### src/rtl/hd44780_pkg.sv
// Shared defaults for the HD44780 command/data FIFO: widths, depth and level thresholds.
package hd44780_pkg;

    localparam int DATA_WIDTH_DEF   = 8;
    localparam int ADDR_WIDTH_DEF   = 4;
    localparam int AFULL_LEVEL_DEF  = 12;
    localparam int AEMPTY_LEVEL_DEF = 2;

    // Number of entries addressed by a pointer of the given width.
    function automatic int fifo_depth(input int aw);
        return 1 << aw;
    endfunction

endpackage

### src/rtl/hd44780_ram.sv
// Simple dual-port storage for the FIFO. The read port is registered and has no
// reset, so the array maps onto an inferred block RAM.
module hd44780_ram #(
    parameter int addr_width = 4,
    parameter int data_width = 8
) (
    input  logic                  wclk,
    input  logic                  write_en,
    input  logic [addr_width-1:0] waddr,
    input  logic [data_width-1:0] wdata,
    input  logic                  rclk,
    input  logic [addr_width-1:0] raddr,
    output logic [data_width-1:0] rdata
);

    logic [data_width-1:0] mem [0:(1<<addr_width)-1];

    // Write port: store wdata when the controller accepts a push.
    always_ff @(posedge wclk) begin
        if (write_en) begin
            mem[waddr] <= wdata;
        end
    end

    // Read port: continuously register the entry at the read pointer.
    always_ff @(posedge rclk) begin
        rdata <= mem[raddr];
    end

endmodule

### src/rtl/hd44780_fifo.sv
// Synchronous FIFO controller for the HD44780 interface: pointers, occupancy,
// level flags and sticky error flags around a block-RAM storage instance.
module hd44780_fifo
    import hd44780_pkg::*;
#(
    parameter int DATA_WIDTH   = DATA_WIDTH_DEF,
    parameter int ADDR_WIDTH   = ADDR_WIDTH_DEF,
    parameter int AFULL_LEVEL  = AFULL_LEVEL_DEF,
    parameter int AEMPTY_LEVEL = AEMPTY_LEVEL_DEF
) (
    input  logic                  clk,
    input  logic                  rst_n,
    input  logic                  clear,
    input  logic                  push,
    input  logic [DATA_WIDTH-1:0] din,
    input  logic                  pop,
    output logic [DATA_WIDTH-1:0] dout,
    output logic                  dout_valid,
    output logic                  full,
    output logic                  empty,
    output logic                  almost_full,
    output logic                  almost_empty,
    output logic [ADDR_WIDTH:0]   count,
    output logic                  overflow,
    output logic                  underflow
);

    localparam int                DEPTH      = fifo_depth(ADDR_WIDTH);
    localparam logic [ADDR_WIDTH:0]   DEPTH_CNT  = (ADDR_WIDTH+1)'(DEPTH);
    localparam logic [ADDR_WIDTH:0]   AFULL_CNT  = (ADDR_WIDTH+1)'(AFULL_LEVEL);
    localparam logic [ADDR_WIDTH:0]   AEMPTY_CNT = (ADDR_WIDTH+1)'(AEMPTY_LEVEL);
    localparam logic [ADDR_WIDTH:0]   CNT_ONE    = (ADDR_WIDTH+1)'(1);
    localparam logic [ADDR_WIDTH-1:0] PTR_ONE    = ADDR_WIDTH'(1);

    logic [ADDR_WIDTH-1:0] wr_ptr;
    logic [ADDR_WIDTH-1:0] rd_ptr;
    logic [DATA_WIDTH-1:0] ram_rdata;
    logic [DATA_WIDTH-1:0] dout_hold;
    logic                  push_ok;
    logic                  pop_ok;
    logic                  ram_we;

    assign full         = (count == DEPTH_CNT);
    assign empty        = (count == '0);
    assign almost_full  = (count >= AFULL_CNT);
    assign almost_empty = (count <= AEMPTY_CNT);

    assign push_ok = push & ~full;
    assign pop_ok  = pop & ~empty;

    // Reset and clear both suppress the write so a dropped push never lands in memory.
    assign ram_we = push_ok & ~clear & rst_n;

    // The RAM read port registers mem[rd_ptr] on the pop edge, so the popped entry is
    // on ram_rdata exactly in the dout_valid cycle; afterwards dout_hold keeps it.
    assign dout = dout_valid ? ram_rdata : dout_hold;

    hd44780_ram #(
        .addr_width (ADDR_WIDTH),
        .data_width (DATA_WIDTH)
    ) u_ram (
        .wclk     (clk),
        .write_en (ram_we),
        .waddr    (wr_ptr),
        .wdata    (din),
        .rclk     (clk),
        .raddr    (rd_ptr),
        .rdata    (ram_rdata)
    );

    // Pointer, occupancy, read-valid and sticky error-flag updates.
    always_ff @(posedge clk) begin
        if (!rst_n) begin
            wr_ptr     <= '0;
            rd_ptr     <= '0;
            count      <= '0;
            dout_valid <= 1'b0;
            dout_hold  <= '0;
            overflow   <= 1'b0;
            underflow  <= 1'b0;
        end else begin
            if (dout_valid) begin
                dout_hold <= ram_rdata;
            end
            if (clear) begin
                wr_ptr     <= '0;
                rd_ptr     <= '0;
                count      <= '0;
                dout_valid <= 1'b0;
                overflow   <= 1'b0;
                underflow  <= 1'b0;
            end else begin
                if (push_ok) begin
                    wr_ptr <= wr_ptr + PTR_ONE;
                end
                if (pop_ok) begin
                    rd_ptr <= rd_ptr + PTR_ONE;
                end
                case ({push_ok, pop_ok})
                    2'b10:   count <= count + CNT_ONE;
                    2'b01:   count <= count - CNT_ONE;
                    default: count <= count;
                endcase
                dout_valid <= pop_ok;
                if (push && full) begin
                    overflow <= 1'b1;
                end
                if (pop && empty) begin
                    underflow <= 1'b1;
                end
            end
        end
    end

endmodule

### config.mk
export PLATFORM = sky130hd
export DESIGN_NAME = hd44780_fifo
export DESIGN_NICKNAME = d
export VERILOG_FILES = /design/src/rtl/hd44780_pkg.sv /design/src/rtl/hd44780_ram.sv /design/src/rtl/hd44780_fifo.sv
export SDC_FILE = /design/constraint.sdc
export NUM_CORES = 1
export LEC_CHECK = 0
export ABC_AREA = 1
export BUFFER_PORTS_ARGS = -buffer_cell sky130_fd_sc_hd__buf_2
export CORE_MARGIN = 4
export CORE_UTILIZATION = 25
export DETAILED_ROUTE_END_ITERATION = 12
export PLACE_DENSITY = 0.4
export SLEW_MARGIN = 0
export SYNTH_ARGS = -nofsm -noshare
export SYNTH_HDL_FRONTEND = slang
export SYNTH_SLANG_ARGS = --single-unit
### constraint.sdc
create_clock -name clk -period 6.3 [get_ports clk]
set_clock_uncertainty 0.2 [all_clocks]
set_input_delay 1.26 -clock clk [delete_from_list [all_inputs] [get_ports clk]]
set_output_delay 1.26 -clock clk [all_outputs]
set_load 0.02 [all_outputs]
==> impl_results.md <==
- Outcome: finished, final reports clean
- Lkg Pwr: 0.00342 uW
- Psw: 649 uW
- Synth area leaders: edfxtp_1, nand2_1, dfxtp_1
- DRC violations left: 0
- Synth Register Bits: 160
- Clk Latency, worst-skew pair: 430 ps
- Final cell count without fillers: 1127
- Post-cts sizing count: 0
- Share of power burned in registers: 46.7%
- Clock sinks: 160
- Tightest Pin Transition: 1180 ps
- Total power: 2510 uW
- Post-synth top cells: nand2_1, edfxtp_1, inv_1
- Initial Utilization: 25.5%
- Crit-path max FO: 11
- Detailed placement HPWL: 11700 um
- Worst Setup SP: rst_n
- Multi-input gate area: 1830 um^2
- HP Class: reg -> reg
- Combinational share of power: 10.3%
- Die area: 30400 um^2
- Via count: 4706
- Setup crit start kind: input pin
- Unrepaired setup endpoints after global routing: no
- Largest family of logic cells by synthesized area: simple AND/OR/NAND/NOR gates
- Synth Flop Type: edfxtp_1
- Power per Cell Area: 313 nW/um^2
- Final Max Tran Viols: 0
- Die Width: 174 um
- Register area: 4490 um^2
- Post-DRT Antenna Nets: 0
- Share of post-route cells with drive strength above 1: 10.1%
- Number of fill cells: 2867
- Number of global-route vias before repair: 4685
- Mapped cell area: 6920 um^2
- Max Cap Violations: 0
- Io pins: 33
- Async S/R FF share, synth: 0%
- CTS clock-pin slew for the worst setup and hold paths: 60 ps
- Clock Tree Root: clkbuf_16
- Mapped Avg Cell Area: 9.66 um^2
- Final Hold Fails: 0
- CP max stage delay: 640 ps
- Post-synth EDFFs: 128
- Final layout net count: 765
- Post-synthesis adder-cell area fraction: 1.92%
- Max rail drop VDD: 0.158 mV
- Reg-to-reg startpoint: count[0]$_SDFFE_PP0P_
- Clk pwr share: 43.0%
- Cell taking the most area after synthesis: edfxtp_1
- CP required: 6160 ps
- P&R area growth vs syn: 15.9%
- Most frequent cell after synthesis: nand2_1
- Global-route wire length before repair: 28600 um
- Slowest cell on crit path: nor2_1
- Hold Slack: 268 ps
- Wirelength per Cell: 16.6 um
- TritonCTS buffer count: 17
- Setup TNS: 0 ps
- DP Cell Count: 1095
- H-tree depth: 4
- Critical path class: in -> reg
- I/O Buffers: 32
- Fin crit share: 48.6%
- Headroom to the max-slew limit: 21.3%
- Top Family by Delay on Critical Path: simple AND/OR/NAND/NOR gates
- Number of buffer and inverter stages on the critical path: 3
- Antenna violations before repair: 0
- Sw Share: 25.9%
- WL final: 18700 um
- Min Tclk post-route: 3060 ps
- Worst EP arrival: 2920 ps
- DR vias/cell: 4.18
- YS warnings: 0
- Mapped Cells: 716
- Mux cell area share after synthesis: 0%
- GRT overflow: 0
- Compound-Gate Fraction of Synth Area: 1.95%
- ANT cells: 0
- Detailed Route Iter0 Violations: 254
- Netlist cell types: 20
- Post-synthesis sequential area ratio: 64.8%
- Core area: 27100 um^2
- Max Freq: 0.326 GHz
- Drt first pass iters: 4
- CTS tree: done
- Die H: 174 um
- Worst Setup End Kind: flop
- Largest net degree at the start of global routing: 69
- Internal Pwr Total: 1860 uW
- Post-CTS Hold Buffers: 0
- All-Layer GR Usage: 12.6%
- GP Congestion: 0.750
- Clk buf depth: 2
- Hold Startpoint: dout_hold[7]$_SDFF_PN0_
- Setup Fix Bufs, Post-CTS: 0
- Simple-gate share of the synthesized area: 22.1%
- Xor and xnor area share after synthesis: 0.506%
- Synthesized net count: 739
- Row Count: 60
- Yosys top cell area share: 55.6%
- CP dominant cell by count: inv_2
- Worst-path cell chain: buf_2 -> inv_2 -> or2_2 -> inv_2 -> nand3_1 -> nor2_1
- Setup violators final: 0
## final timing paths
check	endpoint	slack, ps	depth (start not counted)
setup / recovery	u_ram.mem[15][4]$_DFFE_PP_	3240	6
hold / removal	dout_hold[7]$_SDFF_PN0_	270	2
setup reg to reg	count[3]$_SDFFE_PP0P_	3570	11
hold reg to reg	dout_hold[7]$_SDFF_PN0_	270	2
## cell usage in the layout, fill, tap and decap left out, drive strengths merged
cell type	Yosys	layout
or2	3	3
nand2	217	217
nand3	109	109
inv	118	123
buf	22	35
fa	1	1
o21ai	8	8
clkinv	2	6
clkinvlp	0	3
xor2	4	4
bufinv	0	3
clkbuf	6	17
edfxtp	128	128
dfxtp	32	32
ha	9	9
a21oi	19	19
nor2	38	38
## sequential cells by signal, indices dropped and copies added, names as in the netlist
name,flops
count,5
dout_hold,8
dout_valid,1
overflow,1
rd_ptr,4
u_ram.mem,128
u_ram.rdata,8
underflow,1
wr_ptr,4
## metal layers
layer	part of all wire, %	wire, um	GRT usage [%]
met4	1.0	196	4.12
met1	49	9210	17.5
met3	2.8	526	2.35
met5	0	0	0
met2	47	8740	20.0
## cell type report
type	count	share of cell area [%]
Clock inverter	15	2.28
Multi-Input combinational cell	408	22.8
Tap cell	372	5.80
Inverter	120	5.62
Timing Repair Buffer	35	2.28
Sequential cell	160	55.9
Clock buffer	17	5.30
## per-stage QoR
step / utilization (%) / area [um^2] / setup WS [ps]
after floorplan: - / 6920 / 3390
after global placement: 27.4 / 7410 / 2800
after detailed placement: 27.4 / 7410 / 2750
after CTS: 29.6 / 8020 / 3210
after global routing: 29.6 / 8020 / 3040
final: 29.6 / 8020 / 3240
## logic make-up (layout without fill, tap and decap cells)
group                    count (synthesis)  in the layout
AND/OR/NAND/NOR                        367            367
XOR/XNOR                                 4              4
adder cells (fa/ha/maj)                 10             10
AO/OA/AOI/OAI                           27             27
buffers and inverters                  148            187
flip-flops                             160            160
## tightest hold or removal path, cell delays in order (launching register included)
cell,delay (ps)
dfxtp_1,300
nand2_1,70
a21oi_1,60
## power groups by stage
stage / Sequential (uW) / Combinational (uW) / Clock, uW
floorplan: 1200 / 160 / 0
global placement: 1200 / 262 / 0
detailed placement: 1200 / 261 / 0
CTS: 1170 / 262 / 1100
global route: 1170 / 289 / 1140
finish: 1170 / 257 / 1080
Note: power is estimated with default switching activity, not from simulation.
